<file path="src/rtl/mux_rr_arb.sv">
// ---------------------------------------------------------------------------
// mux_rr_arb
//   Multi-channel valid/ready multiplexer with a single registered output
//   stage. The arbitration mode decides which input channel is granted:
//     - mode = 0 : fixed select, only channel `sel` may be granted
//     - mode = 1 : round-robin, search starts one past the last granted
//                  channel and wraps around
//   A granted channel is readied only while the output stage can accept
//   new data, which is when it is empty or being drained this cycle.
//
// Ports
//   clk        rising-edge clock
//   rst        synchronous active-high reset
//   mode       0 = fixed select, 1 = round-robin
//   sel        channel used in fixed-select mode
//   in_data    NCH packed channels, channel i at [i*WIDTH +: WIDTH]
//   in_valid   per-channel valid
//   in_ready   per-channel ready (combinational, at most one bit set)
//   out_data   registered data of the last accepted channel
//   out_ch     registered index of the channel that sourced out_data
//   out_valid  registered output valid
//   out_ready  downstream ready
// ---------------------------------------------------------------------------
module mux_rr_arb #(
    parameter int WIDTH = 2,
    parameter int NCH   = 4,
    localparam int SELW = $clog2(NCH)
) (
    input  logic                   clk,
    input  logic                   rst,
    input  logic                   mode,
    input  logic [SELW-1:0]        sel,
    input  logic [NCH*WIDTH-1:0]   in_data,
    input  logic [NCH-1:0]         in_valid,
    output logic [NCH-1:0]         in_ready,
    output logic [WIDTH-1:0]       out_data,
    output logic [SELW-1:0]        out_ch,
    output logic                   out_valid,
    input  logic                   out_ready
);

    // Last channel granted in round-robin mode.
    logic [SELW-1:0]  ptr;

    logic [NCH-1:0]   grant;
    logic [SELW-1:0]  gidx;
    logic [WIDTH-1:0] gdata;
    logic             loadable;
    logic             xfer;
    logic             found;
    int               idx;

    assign loadable = !out_valid || out_ready;

    // Grant selection. Fixed-select compares sel against every legal index,
    // so an out-of-range sel simply matches nothing and the grant stays zero.
    always_comb begin
        grant = '0;
        found = 1'b0;
        idx   = 0;
        if (!mode) begin
            for (int i = 0; i < NCH; i++) begin
                if (sel == SELW'(i) && in_valid[i])
                    grant[i] = 1'b1;
            end
        end else begin
            for (int k = 1; k <= NCH; k++) begin
                idx = int'(ptr) + k;
                if (idx >= NCH)
                    idx = idx - NCH;
                if (!found && in_valid[idx]) begin
                    grant[idx] = 1'b1;
                    found      = 1'b1;
                end
            end
        end
    end

    // Encode the one-hot grant and pick the matching channel data.
    always_comb begin
        gidx  = '0;
        gdata = '0;
        for (int i = 0; i < NCH; i++) begin
            if (grant[i]) begin
                gidx  = SELW'(i);
                gdata = in_data[i*WIDTH +: WIDTH];
            end
        end
    end

    assign in_ready = rst ? '0 : (grant & {NCH{loadable}});
    // A granted channel always has its valid set, so any ready bit is a transfer.
    assign xfer     = |in_ready;

    always_ff @(posedge clk) begin
        if (rst) begin
            out_valid <= 1'b0;
            out_data  <= '0;
            out_ch    <= '0;
            ptr       <= SELW'(NCH-1);   // first round-robin search lands on channel 0
        end else if (loadable) begin
            if (xfer) begin
                out_valid <= 1'b1;
                out_data  <= gdata;
                out_ch    <= gidx;
                if (mode)
                    ptr <= gidx;
            end else begin
                // Drained (or already empty) with nothing new: keep data, drop valid.
                out_valid <= 1'b0;
            end
        end
    end

endmodule

</file>
<file path="config.mk">
export PLATFORM = sky130hd
export DESIGN_NAME = mux_rr_arb
export DESIGN_NICKNAME = d
export VERILOG_FILES = /design/src/rtl/mux_rr_arb.sv
export SDC_FILE = /design/constraint.sdc
export NUM_CORES = 1
export LEC_CHECK = 0
export BUFFER_PORTS_ARGS = -buffer_cell sky130_fd_sc_hd__buf_2
export CORE_AREA = 4 4 62 64
export CTS_CLUSTER_SIZE = 14
export DETAILED_ROUTE_END_ITERATION = 12
export DIE_AREA = 0 0 66 68
export GPL_TIMING_DRIVEN = 1
export SLEW_MARGIN = 20
export SYNTH_ARGS = -nofsm -noshare
export SYNTH_HDL_FRONTEND = slang
export SYNTH_SLANG_ARGS = --single-unit
</file>
<file path="constraint.sdc">
create_clock -name clk -period 3.8 [get_ports clk]
set_input_delay 0.95 -clock clk [delete_from_list [all_inputs] [get_ports clk]]
set_output_delay 0.95 -clock clk [all_outputs]
set_load 0.02 [all_outputs]
</file>
# Yosys cells after proc, flatten, opt, wreduce, memory -nomap -nowiden
# Index checks and enable logic that the tools add are counted.
# word_totals
ff_bits	7
latchBits	0
ram_bits	0
romBits	0
out_inout_bits	9
mem_count	0
# op_classes
add_sub_neg	8
multipliers	0
n_div	0
magnitude_cmp	12
eq_ne	3
shifts	0
n_mux	55
bitwise	4
n_reduce_logical	20
# ops
op	count
$mux W32	8
$ge A32 B1 Y1 const B	4
$lt A32 B4 Y1 const B	4
$mux W4	9
$mux W1	24
$mux W2	6
$or A4 B4 Y4	3
$sub A3 B3 Y4 const B	3
$logic_and A1 B1 Y1	11
$ge A3 B3 Y1 const B	3
$bmux W1 S2	4
$demux W1 S2	4
$add A2 B2 Y3 const B	2
$sub A4 B3 Y5 const B	1
$add A2 B3 Y4 const B	1
$and A4 B4 Y4	1
$eq A2 B2 Y1 const B	2
$ge A4 B3 Y1 const B	1
$logic_not A1 Y1	4
$reduce_or A4 Y1	1
$add A2 B1 Y3 const B	1
$reduce_and A3 Y1	1
$eq A2 B1 Y1 const B	1
$logic_not A2 Y1	1
2 further kinds	2

# Logic depth before layout (Yosys ltp)
# Gate-level depths: netlist of the first run.
# depth
word_depth	25
ltp_mapped	10
ltp_nobuf	9

# Worst setup path after synthesis of the first run
# No wires, ideal clock.
# synth_path
path_kind	input port to output port
start	input in_valid[3]
end	output in_ready[2]
arrival_time_ps	2390
required_ps	2850
path_slack_ps	460
path_stages	5
cell_sequence	or3b_1 a2111o_1 a21boi_1 o32ai_2 nor2_1
# synth_between
elab_chain_cells	19
word_cells_on_any_way	37
classes_between	mux (27); bitwise (4); reduce/logical (6)
# synth_lines
item	line	text
start, declared	34	input logic [NCH-1:0] in_valid,
$bmux W1 S2	71	if (!found && in_valid[idx]) begin
$mux W1 (not written as such) (2 in a row)	71	
$mux W1	71	
$mux W1	61	if (!mode) begin
$logic_not A1 Y1	71	
$logic_and A1 B1 Y1	71	
$mux W1	71	
$mux W1	61	
[... 2 more ...]	--	
$mux W1	71	
$mux W1	61	
$logic_not A1 Y1	71	
$logic_and A1 B1 Y1	71	
$mux W4 (*)	71	
$mux W4 (*)	61	
$and A4 B4 Y4 (*)	91	assign in_ready = rst ? '0 : (grant & {NCH{loadable}});
$mux W4 (*)	91	
end, declared	35	output logic [NCH-1:0] in_ready,
# Every way passes the cells marked *; elsewhere a longest branch is shown, timed or not. The select of a mux whose other input is x is not followed.

# Worst setup path in the final report of the first run
# layout_path
start	input in_valid[2]
end	output in_ready[1]
# Same word-level chain as after synthesis.

==> metrics.log, run 1 <==
INFO  metric cts_buffers = 3
INFO  metric nature_of_the_critical_path_startpoint = input pin
INFO  metric synth-edff-count = 0
INFO  metric buffer_ports.inserted = 26
INFO  metric slew_violations = 0
INFO  metric clk_skew = around 8.1 ps
INFO  metric cp.arrival = 2560 ps
INFO  metric tritoncts = built
INFO  metric final-hold-violation-count = 0
INFO  metric cp_cell_sequence = buf_2 -> mux4_2 -> nor3b_4 -> o2bb2ai_1 -> o31ai_2 -> nor2_1 -> buf_2
INFO  metric later_pin_clock_latency_in_the_skew_report = about 250 ps
INFO  metric antenna_cells = 0
INFO  metric synth.distinct_cells = 38
INFO  metric synth_area_leaders = dfxtp_1 (16%), ha_1 (12%), mux4_2 (7.8%)
INFO  metric floorplan.die.height = around 70 um
INFO  metric htree_levels = 1
INFO  metric route.detailed.wl_per_inst = approximately 13 um
INFO  metric worstMarginPinSlew = 471 ps
INFO  metric detailedRoute.firstIterationViolations = around 130
INFO  metric globalplace.congestion = just over 0.9
INFO  metric totalWireLength = between 2 and 2.5 mm
INFO  metric rr_startpoint = ptr[1]
INFO  metric critical-path-max-stage-delay = 590 ps
INFO  metric cts_stage_hold_buffer_count = 0
INFO  metric crit_path_max_fanout = 9
INFO  metric fin_crit = ~3500 ps
INFO  metric synth_top_flop_cell = dfxtp_1
INFO  metric ys_seq_elements = 7
INFO  metric drc = 0
INFO  metric initial_utilization = about a quarter
INFO  metric synth.top_cells.by_count = nor2_1 (9), ha_1 (8), nand2_1 (8)
INFO  metric post_route_cells_drive_above_1_share = just under 40%
INFO  metric floorplan.die_area = approximately 4500 um^2
INFO  metric relative_slew_slack = around 68%
INFO  metric ant_nets = 0
INFO  metric min-delay-path-class = flip-flop to flip-flop
INFO  metric required = 2850 ps
INFO  metric syn_area = 865 um^2
INFO  metric row_count = 21
INFO  metric ys.warnings.count = 0
INFO  metric peak_supply_drop = about 0.17 mV
INFO  metric clock_tree.buffer_depth = 2
INFO  metric critical_path_startpoint = in_valid[2]
INFO  metric post-synth-top-area-cell = dfxtp_1
INFO  metric grt_first_pass_wirelength = between 3 and 4 mm
INFO  metric viasPerCell = about 5
INFO  metric hpwlAfterDp = ~1.9 mm
INFO  metric post_cts_setup_repair_buffer_count = 0
INFO  metric hp-start = out_data[0]
INFO  metric run_status = finished, final reports clean
INFO  metric initial_antenna_violation_count = 0
INFO  metric synth_seq_area_share = 16.2%
INFO  metric syn_inst = a little over 90
INFO  metric fill_cells = between 300 and 400
INFO  metric cts.reportedPaths.clkPinSlew = ~50 ps
INFO  metric powerDensity = between 300 and 400 nW/um^2
INFO  metric timing_worst_setup_path_type = input pin to output port
INFO  metric drv_cap = 0
INFO  metric number_of_clock_sinks_seen_by_cts = 7
INFO  metric overall_track_demand_over_capacity_in_global_routing = between 10% and 20%
INFO  metric cellLeakagePower = around 0.5 nW
INFO  metric critPathMostFrequentCell = buf_2
INFO  metric drt_first_pass_iters = 4
INFO  metric cts_repair_resize_count = 0
INFO  metric num-nets-final = 153
INFO  metric synth.most_common_cell = nor2_1
INFO  metric final-instance-count-excl-fill = ~170
INFO  metric globalRouteOverflowTotal = 0
INFO  metric num_io_pins = 27
INFO  metric setup_repair_after_global_routing_missed_its_margin = no
INFO  metric synthesis.nets = roughly 120
INFO  metric timing.fmax = 285 MHz
INFO  metric final_count_of_negative_setup_slack_endpoints = 0
INFO  metric postSynth.asyncResetShare = 0%
INFO  metric post_synth.cell_area_avg = about 9.5 um^2
INFO  metric min_period_over_period = 92.5%
INFO  metric synth_top_cell_area_share = between 15 and 20%
INFO  metric grt_pass1_vias = approximately 810
INFO  metric root_buffer = clkbuf_4
INFO  metric grt_start_max_net_pins = 13
INFO  metric synthToLayoutAreaGrowth = 28.8%
INFO  metric fp.dieW = about 66 um
INFO  metric timing.critical_path.to_type = output port
INFO  metric timing.critical_path.slowest_stage_cell = mux4_2
INFO  metric core_region_area = about 3300 um^2
INFO  metric cell_total_after_placement = roughly 170
INFO  metric setup_tns = 0 ps
INFO  metric detailroute.via_count = roughly 860
-- cells by family (layout without fill, tap and decap cells) --
kind of cell	after synthesis	count (layout)	share of synthesized area, %
muxes	5	5	10.1
adders and majority gates	8	8	11.6
and+or+nand+nor	34	34	22.6
DFF	7	7	16.2
buffers and inverters	6	41	3.47
AOI/OAI and AO/OA	31	31	36.0
-- where the power goes --
group          internal (mW)  total (mW)  switching [mW]
Combinational         0.0901       0.210           0.120
Clock                 0.0385      0.0674          0.0289
Sequential            0.0855      0.0909         0.00546
-- layer usage --
layer  vias up  GRT usage [%]  part of all wire (%)
li1        419              -                     -
met1       416           12.2                    43
met2        21           17.5                    51
met3         2           2.30                   5.4
met4         0           3.30                  0.54
met5         -              0                     0
-- worst max-delay path, delay by kind of cell --
family,cells,cell delay [ps]
and+or+nand+nor,2,400
AOI/OAI and AO/OA,2,330
muxes,1,590
buffers and inverters,2,300
-- state kept, by name, indices dropped and copies added (netlist names) --
register and flops:
out_ch 2, ptr 2, out_valid 1, out_data 2
-- cell usage in the layout, fill, tap and decap left out, types with 2 or more instances in the layout --
| cell type | netlist | routed |
|---|---|---|
| clkbuf_4 | 0 | 3 |
| dfxtp_1 | 7 | 7 |
| mux4_2 | 3 | 3 |
| ha_1 | 8 | 8 |
| and3b_1 | 2 | 2 |
| a21o_1 | 2 | 2 |
| nand2b_1 | 3 | 3 |
| o31ai_1 | 3 | 3 |
| o22ai_1 | 2 | 2 |
| nor2_1 | 9 | 9 |
| a21oi_1 | 2 | 2 |
| mux2i_1 | 2 | 2 |
| nand3b_1 | 4 | 4 |
| a211oi_1 | 2 | 2 |
| a221oi_1 | 2 | 2 |
| inv_1 | 5 | 5 |
| buf_2 | 0 | 26 |
| o21ai_0 | 4 | 4 |
| nand2_1 | 8 | 8 |
| buf_4 | 0 | 6 |
| a21boi_2 | 3 | 3 |
-- path summary, 6_finish.rpt --
path                                    end  slack [ps]  cells after the start
worst min-delay path            out_data[0]         510                      2
worst min register to register  out_data[0]         510                      2
worst max-delay path            in_ready[1]         290                      7
worst max register to register  out_data[0]         950                      9
-- per-stage QoR --
step	area (um^2)	hold WS (ps)	setup WS [ps]	total power [mW]	utilization, %
floorplan	865	562	460	0.241	-
global placement	1090	480	308	0.299	33.1
detailed placement	1090	486	267	0.302	33.1
CTS	1110	512	267	0.372	33.9
global route	1110	529	103	0.398	33.9
finish	1110	506	286	0.368	33.9
-- layout make-up --
type / instances / area, um^2 / area share [%]
inverters: 5 / 18.8 / 1.69
repair buffers: 32 / 175 / 15.7
well taps: 46 / 57.6 / 5.17
flip-flops and latches: 7 / 140 / 12.6
multi-input cells: 78 / 694 / 62.4
clock buffers: 3 / 22.5 / 2.02
clock inverters: 1 / 5.00 / 0.449
No activity file was read; power rests on OpenSTA's default activity.
==> run 2: changes to the inputs <==
- CORE_AREA: 4 4 62 64 -> 2 2 60 62
- DIE_AREA: 0 0 66 68 -> 0 0 62 64
==> run 2 against run 1 <==
Effect of this change:
- worst hold slack worse by 12 ps
- non-clock buffer count unchanged
- register-to-register slack about the same
- flip-flop and latch count unchanged
- maximum frequency grew 0.73%
- critical path type unchanged
- largest power group unchanged
- clock power is 4.3% lower
- cell area shrank 0.11%
- clock skew is 6.3 ps lower
- clock-buffer cell count rose by 1
==> metrics.log, run 2 (synthesis gave the netlist of run 1 again) <==
INFO  metric cts.reportedPaths.clkPinSlew = about 50 ps
INFO  metric cts_buffers = 3
INFO  metric drv_cap = 0
INFO  metric internal_power_contribution = between 0.2 and 0.25 mW
INFO  metric maxUsedRoutingLayer = met4
INFO  metric grt_pass1_vias = roughly 850
INFO  metric final.hold.worst_slack = between 400 and 500 ps
INFO  metric cp.arrival = approximately 2500 ps
INFO  metric num-nets-final = 153
INFO  metric layout.cells.most_common = buf_2
INFO  metric number_of_clock_sinks_seen_by_cts = 7
INFO  metric post_cts_setup_repair_buffer_count = 0
INFO  metric htree_levels = 1
INFO  metric route.detailed.wl_per_inst = about 13 um
INFO  metric globalRouteOverflowTotal = 0
INFO  metric ant_nets = 0
INFO  metric num_io_pins = 27
INFO  metric post-route-worst-setup-slack = around 310 ps
INFO  metric hpwlAfterDp = roughly 1.8 mm
INFO  metric most-common-layout-cells = buf_2 (26), nor2_1 (9), nand2_1 (8), ha_1 (8), dfxtp_1 (7)
INFO  metric detailedRoute.firstIterationViolations = 19
INFO  metric powerDensity = 328 nW/um^2
INFO  metric cp_cell_sequence = buf_2 -> mux4_2 -> a21oi_1 -> o2bb2ai_1 -> o31ai_2 -> nor2_1 -> buf_2
INFO  metric min-delay-path-class = flip-flop to flip-flop
INFO  metric setup_repair_after_global_routing_missed_its_margin = no
INFO  metric largestRegisters = out_ch x2, out_data x2, ptr x2
INFO  metric netSwitchingFraction = 40.8%
INFO  metric drc = 0
INFO  metric clock_tree.buffer_depth = 2
INFO  metric root_buffer = clkbuf_4
INFO  metric final_count_of_negative_setup_slack_endpoints = 0
INFO  metric routed-wl-met3 = 83 um
INFO  metric cts_stage_hold_buffer_count = 0
INFO  metric initial_utilization = approximately a quarter
INFO  metric p_clk_share = between 15 and 20%
INFO  metric core_region_area = approximately 3300 um^2
INFO  metric tritoncts = built
INFO  metric final-hold-violation-count = 0
INFO  metric timing.critical_path.to_type = output port
INFO  metric later_pin_clock_latency_in_the_skew_report = 240 ps
INFO  metric initial_antenna_violation_count = 0
INFO  metric p_switching = about 0.15 mW
INFO  metric grt_start_max_net_pins = 13
INFO  metric wirelength_met1 = 988 um
INFO  metric floorplan.die_area = about 4000 um^2
INFO  metric timing.fmax = 287 MHz
INFO  metric fill_cells = around 340
INFO  metric critical-path-max-stage-delay = slightly below 600 ps
INFO  metric finish.utilization = about a third
INFO  metric row_count = 21
INFO  metric peak_supply_drop = 0.187 mV
INFO  metric crit_path_max_fanout = 9
INFO  metric critPathMostFrequentCell = buf_2
INFO  metric overall_track_demand_over_capacity_in_global_routing = 11.9%
INFO  metric totalWireLength = 2.17 mm
INFO  metric setup_tns = 0 ps
INFO  metric slew_violations = 0
INFO  metric detailedPlace.worstSlack = roughly 300 ps
INFO  metric detailroute.via_count = 828
INFO  metric timing_worst_setup_path_type = input pin to output port
INFO  metric fp.dieW = between 60 and 70 um
INFO  metric antenna_cells = 0
INFO  metric worstMarginPinSlew = slightly above 500 ps
INFO  metric floorplan.die.height = roughly 64 um
INFO  metric share_comb_of_total_power = 57.3%
INFO  metric relative_slew_slack = around 66%
INFO  metric globalplace.congestion = between 0.8 and 0.9
INFO  metric post_route_cells_drive_above_1_share = 38.1%
INFO  metric timing.critical_path.slowest_stage_cell = mux4_2
INFO  metric required = ~2900 ps
INFO  metric drt_first_pass_iters = 4
INFO  metric cts_repair_resize_count = 0
INFO  metric clk_skew = 1.75 ps
INFO  metric grt_first_pass_wirelength = ~3.6 mm
INFO  metric cellLeakagePower = a little over 0.5 nW
INFO  metric p_total = 0.365 mW
INFO  metric synthToLayoutAreaGrowth = 28.7%
INFO  metric fin_crit = 3490 ps
INFO  metric run_status = finished, final reports clean
INFO  metric min_period_over_period = approximately nine tenths
INFO  metric nature_of_the_critical_path_startpoint = input pin
INFO  metric sequentialPowerShare = around 25%
INFO  metric dr_wl_met2 = around 1.1 mm
INFO  metric buffer_ports.inserted = 26
INFO  metric viasPerCell = just under 5
-- run 2: changes by cell type in the layout (fill, tap and decap cells not counted) --
cell / previous run / this run
clkbuf_1: 0 / 1
clkinv_2: 1 / 0
-- run 2: power by group through the flow --
stage	clock network (mW)	registers [mW]	logic, mW
finish	0.0645	0.0912	0.209
floorplan	0	0.107	0.134
global route	0.0742	0.0929	0.230
global placement	0	0.0921	0.209
detailed placement	0	0.0925	0.210
CTS	0.0681	0.0911	0.211
-- run 2: routing by layer --
metal / vias to the layer above / track usage [%]
met5: - / 0
met4: 0 / 5.05
met3: 6 / 1.62
met2: 13 / 19.3
met1: 387 / 15.2
li1: 422 / -
-- run 2: path summary, 6_finish.rpt --
kind                 endpoint  slack (ps)         from  depth (start not counted)
setup reg to reg  out_data[1]         960       ptr[1]                          9
hold / removal    out_data[0]         490  out_data[0]                          2
setup / recovery  in_ready[1]         310  in_valid[2]                          7
hold reg to reg   out_data[0]         490  out_data[0]                          2
-- run 2: final cells by class --
class	count	area, um^2	share of cell area (%)
clock buffers	4	26.3	2.36
inverters	5	18.8	1.69
multi-input cells	78	694	62.4
flip-flops and latches	7	140	12.6
well taps	46	57.6	5.17
repair buffers	32	175	15.7
-- run 2: per-stage QoR --
step	area, um^2	instances
final	1110	172
after CTS	1110	172
after global placement	1090	168
after detailed placement	1090	168
after global routing	1110	172
after floorplan	865	91
-- run 2: worst max-delay path: cells and delay by family --
| kind | cells | cell delay [ps] |
|---|---|---|
| AOI/OAI and AO/OA | 3 | 640 |
| buffers and inverters | 2 | 300 |
| and+or+nand+nor | 1 | 70 |
| muxes | 1 | 590 |
